## src/rtl/commit_trace_buffer.sv

```systemverilog
// Retirement-trace capture buffer: records committed instructions in linear or
// circular mode, with an optional PC-match trigger and post-trigger window.
module commit_trace_buffer #(
    parameter int unsigned WIDTH     = 32,
    parameter int unsigned DEPTH     = 16,
    parameter int unsigned POST_TRIG = 4,
    parameter int unsigned DROP_W    = 16
) (
    input  logic                       clk,
    input  logic                       rst,
    input  logic                       commit_valid,
    input  logic [WIDTH-1:0]           commit_pc,
    input  logic [31:0]                commit_instr,
    input  logic [4:0]                 commit_rd,
    input  logic                       commit_we,
    input  logic [WIDTH-1:0]           commit_wdata,
    input  logic                       arm,
    input  logic                       mode,
    input  logic                       trig_en,
    input  logic [WIDTH-1:0]           trig_pc,
    output logic                       rd_valid,
    input  logic                       rd_ready,
    output logic [2*WIDTH+37:0]        rd_data,
    output logic [$clog2(DEPTH):0]     count,
    output logic [1:0]                 state_o,
    output logic                       triggered,
    output logic [DROP_W-1:0]          drop_cnt
);

    localparam int unsigned AW = $clog2(DEPTH);
    localparam int unsigned CW = AW + 1;
    localparam int unsigned PW = (AW < 1) ? 1 : AW;
    localparam int unsigned EW = 2 * WIDTH + 38;

    typedef enum logic [1:0] {
        S_IDLE    = 2'b00,
        S_CAPTURE = 2'b01,
        S_POST    = 2'b10,
        S_DONE    = 2'b11
    } state_t;

    state_t            r_state;
    logic [EW-1:0]     r_mem [DEPTH];
    logic [AW-1:0]     r_wr_ptr;
    logic [AW-1:0]     r_rd_ptr;
    logic [CW-1:0]     r_count;
    logic [PW-1:0]     r_post_left;
    logic              r_mode;
    logic              r_trig_en;
    logic [WIDTH-1:0]  r_trig_pc;
    logic              r_triggered;
    logic [DROP_W-1:0] r_drop_cnt;

    logic [EW-1:0]     w_entry;
    logic              w_store;
    logic              w_full;
    logic              w_hit;
    logic              w_lin_last;
    logic [DROP_W-1:0] w_drop_next;

    assign w_entry     = {commit_pc, commit_instr, commit_rd, commit_we, commit_wdata};
    assign w_store     = commit_valid && ((r_state == S_CAPTURE) || (r_state == S_POST));
    assign w_full      = (r_count == CW'(DEPTH));
    assign w_hit       = r_trig_en && (commit_pc == r_trig_pc) && (r_state == S_CAPTURE);
    // Linear mode: this commit fills the last free slot.
    assign w_lin_last  = !r_mode && (r_count == CW'(DEPTH - 1));
    assign w_drop_next = (r_drop_cnt == '1) ? r_drop_cnt : r_drop_cnt + 1'b1;

    always_ff @(posedge clk) begin
        if (!rst && !arm && w_store) begin
            r_mem[r_wr_ptr] <= w_entry;
        end
    end

    always_ff @(posedge clk) begin
        if (rst) begin
            r_state     <= S_IDLE;
            r_wr_ptr    <= '0;
            r_rd_ptr    <= '0;
            r_count     <= '0;
            r_post_left <= '0;
            r_mode      <= 1'b0;
            r_trig_en   <= 1'b0;
            r_trig_pc   <= '0;
            r_triggered <= 1'b0;
            r_drop_cnt  <= '0;
        end else if (arm) begin
            r_state     <= S_CAPTURE;
            r_wr_ptr    <= '0;
            r_rd_ptr    <= '0;
            r_count     <= '0;
            r_post_left <= '0;
            r_mode      <= mode;
            r_trig_en   <= trig_en;
            r_trig_pc   <= trig_pc;
            r_triggered <= 1'b0;
            r_drop_cnt  <= '0;
        end else begin
            case (r_state)
                S_IDLE: begin
                end
                S_CAPTURE, S_POST: begin
                    if (commit_valid) begin
                        r_wr_ptr <= r_wr_ptr + 1'b1;
                        // Full is only reachable in circular mode: overwrite the oldest.
                        if (w_full) begin
                            r_rd_ptr   <= r_rd_ptr + 1'b1;
                            r_drop_cnt <= w_drop_next;
                        end else begin
                            r_count <= r_count + 1'b1;
                        end
                        if (w_hit) begin
                            r_triggered <= 1'b1;
                        end
                        if (w_lin_last) begin
                            r_state <= S_DONE;
                        end else if (r_state == S_POST) begin
                            r_post_left <= r_post_left - 1'b1;
                            if (r_post_left == PW'(1)) begin
                                r_state <= S_DONE;
                            end
                        end else if (w_hit) begin
                            if (POST_TRIG == 0) begin
                                r_state <= S_DONE;
                            end else begin
                                r_state     <= S_POST;
                                r_post_left <= PW'(POST_TRIG);
                            end
                        end
                    end
                end
                S_DONE: begin
                    if (commit_valid) begin
                        r_drop_cnt <= w_drop_next;
                    end
                    if (r_count == '0) begin
                        r_state <= S_IDLE;
                    end else if (rd_ready) begin
                        r_rd_ptr <= r_rd_ptr + 1'b1;
                        r_count  <= r_count - 1'b1;
                        if (r_count == CW'(1)) begin
                            r_state <= S_IDLE;
                        end
                    end
                end
                default: r_state <= S_IDLE;
            endcase
        end
    end

    assign rd_valid  = (r_state == S_DONE) && (r_count != '0);
    assign rd_data   = r_mem[r_rd_ptr];
    assign count     = r_count;
    assign state_o   = r_state;
    assign triggered = r_triggered;
    assign drop_cnt  = r_drop_cnt;

endmodule

```

## config.mk

```make
export PLATFORM = sky130hd
export DESIGN_NAME = commit_trace_buffer
export DESIGN_NICKNAME = d
export VERILOG_FILES = /design/src/rtl/commit_trace_buffer.sv
export SDC_FILE = /design/constraint.sdc
export NUM_CORES = 1
export LEC_CHECK = 0
export CAP_MARGIN = 10
export CORE_MARGIN = 4
export CORE_UTILIZATION = 60
export CTS_BUF_LIST = sky130_fd_sc_hd__clkbuf_4 sky130_fd_sc_hd__clkbuf_8
export CTS_CLUSTER_DIAMETER = 50
export DETAILED_ROUTE_END_ITERATION = 6
export GPL_TIMING_DRIVEN = 0
export PLACE_DENSITY_LB_ADDON = 0.3
export SETUP_SLACK_MARGIN = 0.02
export SYNTH_ARGS = -nofsm -noshare
export SYNTH_HDL_FRONTEND = slang
export SYNTH_SLANG_ARGS = --single-unit
```

## constraint.sdc

```tcl
create_clock -name clk -period 12.3 [get_ports clk]
set_input_delay 1.845 -clock clk [delete_from_list [all_inputs] [get_ports clk]]
set_output_delay 1.845 -clock clk [all_outputs]
set_load 0.1 [all_outputs]
```

### Word level (Yosys, flattened, before mapping)

Memory sizes are Yosys's and may differ from the RTL's. A register that Yosys moved wholly into a read port is not among the register bits.
Index checks and enable logic that the tools add are counted.

| word-level totals | value |
|---|---|
| flip-flop bits (word level) | 70 |
| bits in writable memories | 1632 |
| input bits | 141 |
| output and inout bits | 127 |
| word-level logic and storage cells | 100 |
| memories kept | 1 |

| cells by class | value |
|---|---|
| $add $sub $neg | 6 |
| equal/unequal tests | 24 |
| mux-type cells | 31 |
| bitwise operators | 1 |
| reductions and logical operators | 26 |

Memories:

| memory | words | bits a word | rd ports | clocked after memory_dff | wr ports | RTL line | source |
|---|---|---|---|---|---|---|---|
| r_mem | 16 | 102 | 1 | 1 | 1 | 43 | `logic [EW-1:0] r_mem [DEPTH];` |

Operators by type and width:

| kind | count |
|---|---|
| 2-to-1 mux 16 bit | 4 |
| equality test 32 bit | 1 |
| 2-to-1 mux 4 bit | 8 |
| one-hot mux 16 bit (2 select lines) | 1 |
| 2-to-1 mux 5 bit | 4 |
| adder 16 x 1 -> 16 bit, second input constant | 1 |
| equality test 16 bit, second input constant | 1 |
| 2-to-1 mux 2 bit | 8 |
| inequality test 4 bit, second input constant | 4 |
| inequality test 2 bit, second input constant | 6 |
| AND reduction 6 bit | 2 |
| inequality test 5 bit, second input constant | 2 |
| one-hot mux 5 bit (2 select lines) | 1 |
| AND reduction 5 bit | 2 |
| inequality test 3 bit, second input constant | 3 |
| adder 4 x 1 -> 4 bit, second input constant | 2 |
| one-hot mux 4 bit (2 select lines) | 1 |
| AND reduction 4 bit | 2 |
| logical AND 1 bit | 7 |
| adder 5 x 1 -> 5 bit, second input constant | 1 |
| equality test 5 x 1 -> 1 bit, second input constant | 1 |
| equality test 5 x 4 -> 1 bit, second input constant | 1 |
| equality test 5 bit, second input constant | 1 |
| zero test 5 bit | 1 |
| other kinds (16) | 23 |

### Logic depth before layout (Yosys ltp)

Gate-level depths: netlist of run 1.

| depth | value |
|---|---|
| word-level depth | 9 |
| gate-level depth with buffers | 10 |
| gate-level depth less buffers | 9 |

### Least setup slack after synthesis of run 1

No wires, ideal clock.

| path | value |
|---|---|
| path type | input to register |
| from | input arm |
| to | memory r_mem[0][0] (netlist name), enable pin |
| library setup time | 0.687 ns |
| data arrival time | 9.505 ns |
| required time | 11.613 ns |
| slack | 2.108 ns |
| stages | 4 |
| buffers on the path | 1 |
| cells stage by stage | clkbuf_1 nor2_1 nand3_1 nor3_1 |

| on the way | value |
|---|---|
| cells in the longest elaborated chain, start to end | 5 |

Ends and longest elaborated chain:

| what | RTL line | source |
|---|---|---|
| start, declared | 17 | `input logic arm,` |
| zero test 1 bit | 70 | `if (!rst && !arm && w_store) begin` |
| logical AND 1 bit (2 in series) | 70 |  |
| 2-to-1 mux 1 bit | 70 |  |
| 2-to-1 mux 1 bit (implied by the code) | 71 | `r_mem[r_wr_ptr] <= w_entry;` |
| end, declared | 43 |  |

No other way between the ends.

==> results.toml, run 1 <==
[run_status]
outcome = "complete, no violations"

[worst_setup_path]
path_cells = "buf_2 -> buf_1 -> clkbuf_1 -> mux4_2 -> mux4_2 -> clkdlybuf4s50_1"
crit_type = "register to output port"
cp-end-kind = "output port"
crit_top_cell = "mux4_2"
crit_arrival_ns = 5.60
slowest_stage = "clkdlybuf4s50_1"
cp_max_fo = 10
cp-start-kind = "register"
max_stage_delay_ns = 1.14
cp.required_ns = 10.45

[hold_path]
hold_path_class = "register to register"

[logic_synthesis]
synth_area_sq_um = 64800
synth_warnings = 0
synthArstFlopShare = 0
ys_ff_latch = 1706
synth_top_family_by_area = "multiplexers"
yosysSeqAreaShare = 0.779
synth_xor_xnor_area_share = 0.00757
synth.distinct_cells = 46
syn_nets = 2837
synth_edf_count = 1632
synth_compound_area_frac = 0.00404
muxShareOfSynthArea = 0.183
synth-simple-area-share = 0.0118
syn_area_per_cell_sq_um = 24.2
synth_flop_cell = "edfxtp_1"
yosys.area_share.adder = 0.00328
synthCells = 2679

[place]
dp.cells = 4471
numPortBuffers = 265
dp_hpwl_um = 102000
gp_congestion = 0.797

[cells_and_area]
area_growth_pct = 18.0
stdcell_count = 4951
fin_util = 0.713
drive_gt1_frac = 0.315
num-nets-final = 3508

[global_routing]
grt_pass1_vias = 34016
grt_remaining_overflow = 0
grt_pass1_wl_um = 231000
grt_max_degree = 24
grt_usage = 0.288
antenna_found_initial = 13

[sta]
final-setup-viol-count = 0
hold_violations = 0
maxSlewHeadroom = 0.121
final-max-slew-violation-count = 0
fin_crit_sh = 0.605
period_needed_ns = 7.44
finalClockSkew_ns = 0.0543
worstMarginPinSlew_ns = 1.31
rsz0062_at_grt = "no"
max_freq_mhz = 134

[route]
routed_wl_um = 160000
first_iter_violations = 4239
wire_per_inst_um = 32.2
drc = 0
final_antenna_net_count = 0
vias = 32207
viasPerCell = 6.51
drt_first_pass_iters = 5

[cts]
htreeDepth = 5
clock_sinks = 1706
ctsHoldBuffers = 0
cts_buffers = 279
clock_latency_ns = 0.93
ctsResizeCount = 0
postCtsSetupBuffers = 0
cts_tree = "yes"
clk_pin_slew_ns = 0.06
root_buffer = "clkbuf_8"
clockBufferDepth = 4

[floorplan]
die_w_um = 337
die_y_um = 337
die-area_sq_um = 113000
start_util = 0.605
ios = 268
row_count = 120
core-area_sq_um = 107000

[pwr]
power_density_nw_per_um2 = 148
ir_drop_mv = 0.0821
p_leak_nw = 23.6

[job]
cap_violations = 0
[stage by stage]
step	power, mW	worst slack [ns]	hold slack [ns]	setup TNS, ns	cell area (sq um)
after floorplan	6.67	2.11	0.460	0	64800
after global placement	6.83	-7.85	0.455	-4684.59	69200
after detailed placement	6.84	5.89	0.486	0	71300
after CTS	11.4	4.78	0.504	0	76400
after global routing	11.7	4.83	0.518	0	76500
final	11.3	4.86	0.493	0	76500
[worst paths after layout]
check / startpoint / cells past startpoint / endpoint / slack, ns
worst min register to register: triggered / 1 / triggered / 0.49
worst max-delay path: register / 6 / rd_data[90] / 4.86
worst max register to register: state_o[0] / 12 / r_mem[1][34] / 8.14
worst min-delay path: triggered / 1 / triggered / 0.49
[power breakdown]
group	switching [mW]	internal, mW
registers	0.0107	6.38
logic	0.226	0.111
clock network	2.10	2.48
total	2.34	8.96
[sequential cells by signal (all words and copies together), names as in the netlist, named ones only]
register     flops
r_mode           1
r_trig_pc       32
drop_cnt        16
r_rd_ptr         4
state_o          2
r_wr_ptr         4
r_post_left      4
count            5
triggered        1
r_trig_en        1
r_mem         1632
[cell families after synthesis]
kind of cell               Yosys count
adders and majority gates           17
xor gates and xnor gates            56
DFF                               1706
and+or+nand+nor                    164
AOI/OAI and AO/OA                   39
muxes                              549
buffers and inverters              148
[Yosys cell counts (15+ instances only)]
cell type / instances / share of area
buf_6: 15 / 0.0026
nor2_1: 82 / 0.0047
mux2i_1: 39 / 0.0060
clkbuf_1: 71 / 0.0041
edfxtp_1: 1632 / 0.76
mux4_2: 510 / 0.18
buf_2: 32 / 0.0025
inv_1: 15 / 0.00087
nand2_1: 15 / 0.00087
xnor2_1: 43 / 0.0058
dfxtp_1: 74 / 0.023
ha_1: 17 / 0.0033
nand3_1: 18 / 0.0014
[per-layer routing]
| layer | GRT usage | part of all wire | vias up | wire, um |
|---|---|---|---|---|
| met5 | 0 | 0.00029 | - | 46 |
| met4 | 0.101 | 0.031 | 8 | 4870 |
| met3 | 0.0645 | 0.098 | 302 | 15600 |
| met2 | 0.478 | 0.51 | 2095 | 81900 |
| met1 | 0.384 | 0.36 | 16935 | 57100 |
| li1 | - | - | 12867 | - |
[worst max-delay path, delay by kind of cell, from the launching register on]
kind / cells / cell delay (ns)
buf+inv: 4 / 3.29
mux: 2 / 0.91
flops: 1 / 0.44
[cell type report]
cell class	instances	area, sq um
Sequential cell	1706	50500
Fill cell	5903	30700
Multi-Input combinational cell	825	13700
Timing Repair Buffer	390	4690
Clock buffer	374	4590
Tap cell	1403	1760
Buffer	131	644
Clock inverter	95	512
Inverter	17	63.8
Antenna cell	10	25.0
[placed cells by master (no fill, tap or decap), types with 32 or more instances in the layout]
cell,instances
nor2_1,70
buf_12,52
clkdlybuf4s50_1,265
dfxtp_1,74
buf_6,75
xnor2_1,43
clkbuf_4,89
edfxtp_1,1632
clkbuf_8,285
mux4_2,510
clkbuf_1,71
mux2i_1,39
clkinv_1,60
buf_2,32
Note: power is estimated with default switching activity, not from simulation.
==> run 2, diff against run 1 <==
CORE_UTILIZATION = 57   (was 60)
clock period = 6.68 ns   (was 12.3 ns; I/O delays follow)
==> run 2 against run 1 <==
Compared with the run above: count of clock-buffer cells in the layout is 8 lower; largest cell class unchanged; highest routed layer unchanged; routed wire length down 3.0%; combinational power is 82% higher.
==> results.toml, run 2 (synthesis results as in run 1) <==
[floorplan]
die_y_um = 345
die_w_um = 345
core-area_sq_um = 113000
row_count = 123
start_util = 0.575
ios = 268
die-area_sq_um = 119000

[pwr]
combPwrFrac = 0.029
p_int_mw = 16.6
sw_frac_of_total = 0.208
ir_drop_mv = 0.182
clock_power_share = 0.408
power_frac_seq = 0.562
power_mw = 20.9
power_density_nw_per_um2 = 272
p_switching_mw = 4.35
p_leak_nw = 23.6

[worst_setup_path]
cpLargestDelayFamily = "buffers and inverters"
reg2regPathDepth = 9
cp-start-kind = "register"
max_stage_delay_ns = 1.01
crit_end = "rd_data[93]"
crit_top_cell = "mux4_2"
timing.critical_path.buf_inv = 4
r2r_end = "r_mem[12][54]"
reg2reg_from = "state_o[0]"
cp-end-kind = "output port"
path_cells = "buf_2 -> buf_1 -> clkbuf_1 -> mux4_2 -> mux4_2 -> clkdlybuf4s50_1"
cp_max_fo = 10
slowest_stage = "clkdlybuf4s50_1"
cp.depth = 6
crit_type = "register to output port"
reg2reg_setup_slack_ns = 2.65
cp.required_ns = 5.68
crit_arrival_ns = 5.47

[place]
numPortBuffers = 265
dp_slack_ns = 1.16
postPlaceCellArea_sq_um = 71700
gp_congestion = 0.822
dp.cells = 4543
dp_hpwl_um = 96700

[cells_and_area]
largest-register = "r_mem"
nFillCells = 6700
layout_commonest_cell = "edfxtp_1"
num-nets-final = 3490
design_area_sq_um = 76900
stdcell_count = 5028
regArea_sq_um = 50500
fin_util = 0.683
final_cell_mix = "edfxtp_1 (1632), mux4_2 (510), clkbuf_8 (292)"
multiInputGateArea_sq_um = 13700
drive_gt1_frac = 0.311
area_growth_pct = 18.7
largest_register_ffs = 1632

[cts]
ctsResizeCount = 0
ctsHoldBuffers = 0
cts_buffers = 286
clock_sinks = 1706
postCtsSetupBuffers = 0
clk_pin_slew_ns = 0.06
clockBufferDepth = 4
cts_tree = "yes"
clock_latency_ns = 0.94
root_buffer = "clkbuf_8"
htreeDepth = 5

[route]
wire_per_inst_um = 30.8
drt_first_pass_iters = 5
first_iter_violations = 3913
final_antenna_net_count = 0
viasPerCell = 6.34
vias = 31900
drc = 0
routed_wl_um = 155000

[sta]
worstMarginPinSlew_ns = 1.31
hold_violations = 0
maxSlewHeadroom = 0.130
final-setup-viol-count = 0
final-max-slew-violation-count = 0
period_needed_ns = 6.47
worst_slack_ns = 0.212
fin_crit_sh = 0.968
finalClockSkew_ns = 0.0478
max_freq_mhz = 155
rsz0062_at_grt = "no"

[global_routing]
antenna_found_initial = 9
grt_remaining_overflow = 0
grt_usage = 0.262
grt_pass1_wl_um = 226000
grt_pass1_vias = 33607
grt_max_degree = 23

[run_status]
outcome = "complete, no violations"

[hold_path]
min_path_cells = 1
hold_path_class = "register to register"

[job]
cap_violations = 0
## run 2: per-layer routing
| layer | GRT usage | up-vias | routed length (um) |
|---|---|---|---|
| met5 | 0 | - | 36 |
| met3 | 0.0707 | 281 | 16400 |
| met1 | 0.356 | 16861 | 56600 |
| met2 | 0.426 | 1929 | 78100 |
| met4 | 0.0741 | 6 | 3620 |
| li1 | - | 12823 | - |
## run 2: through the flow
step / TNS, ns / hold WS, ns
2_1_floorplan: -350.27 / 0.460
3_3_place_gp: -9521.45 / 0.467
3_5_place_dp: 0 / 0.463
4_1_cts: 0 / 0.422
5_1_grt: 0 / 0.468
6_report: 0 / 0.488
## run 2: area by class of cell
cell class	instances	area share
flip-flops and latches	1706	0.656
multi-input cells	825	0.179
repair buffers	365	0.0634
clock buffers	366	0.0595
well taps	1500	0.0244
plain buffers	131	0.00838
clock inverters	112	0.00810
inverters	17	0.000830
diodes	6	0.000195
## run 2: worst min-delay path by stage
stage | end | from | slack (ns)
2_1_floorplan | r_trig_en | r_trig_en | 0.46
3_3_place_gp | triggered | triggered | 0.47
3_5_place_dp | triggered | triggered | 0.46
4_1_cts | r_mode | rst | 0.42
5_1_grt | r_trig_pc[31] | rst | 0.47
6_report | triggered | triggered | 0.49
## run 2: power by group through the flow
stage / Clock [mW] / Sequential [mW] / Combinational [mW]
6_report: 8.54 / 11.8 / 0.614
5_1_grt: 9.21 / 11.8 / 0.651
4_1_cts: 8.69 / 11.8 / 0.615
3_5_place_dp: 0 / 12.0 / 0.613
3_3_place_gp: 0 / 12.0 / 0.568
2_1_floorplan: 0 / 12.0 / 0.275
## run 2: worst reg2reg max path, delay by kind of cell, from the launching register on
kind / cells / cell delay (ns)
adders and majority gates: 1 / 0.29
buffers and inverters: 5 / 1.07
DFF: 1 / 0.43
and+or+nand+nor: 3 / 1.87
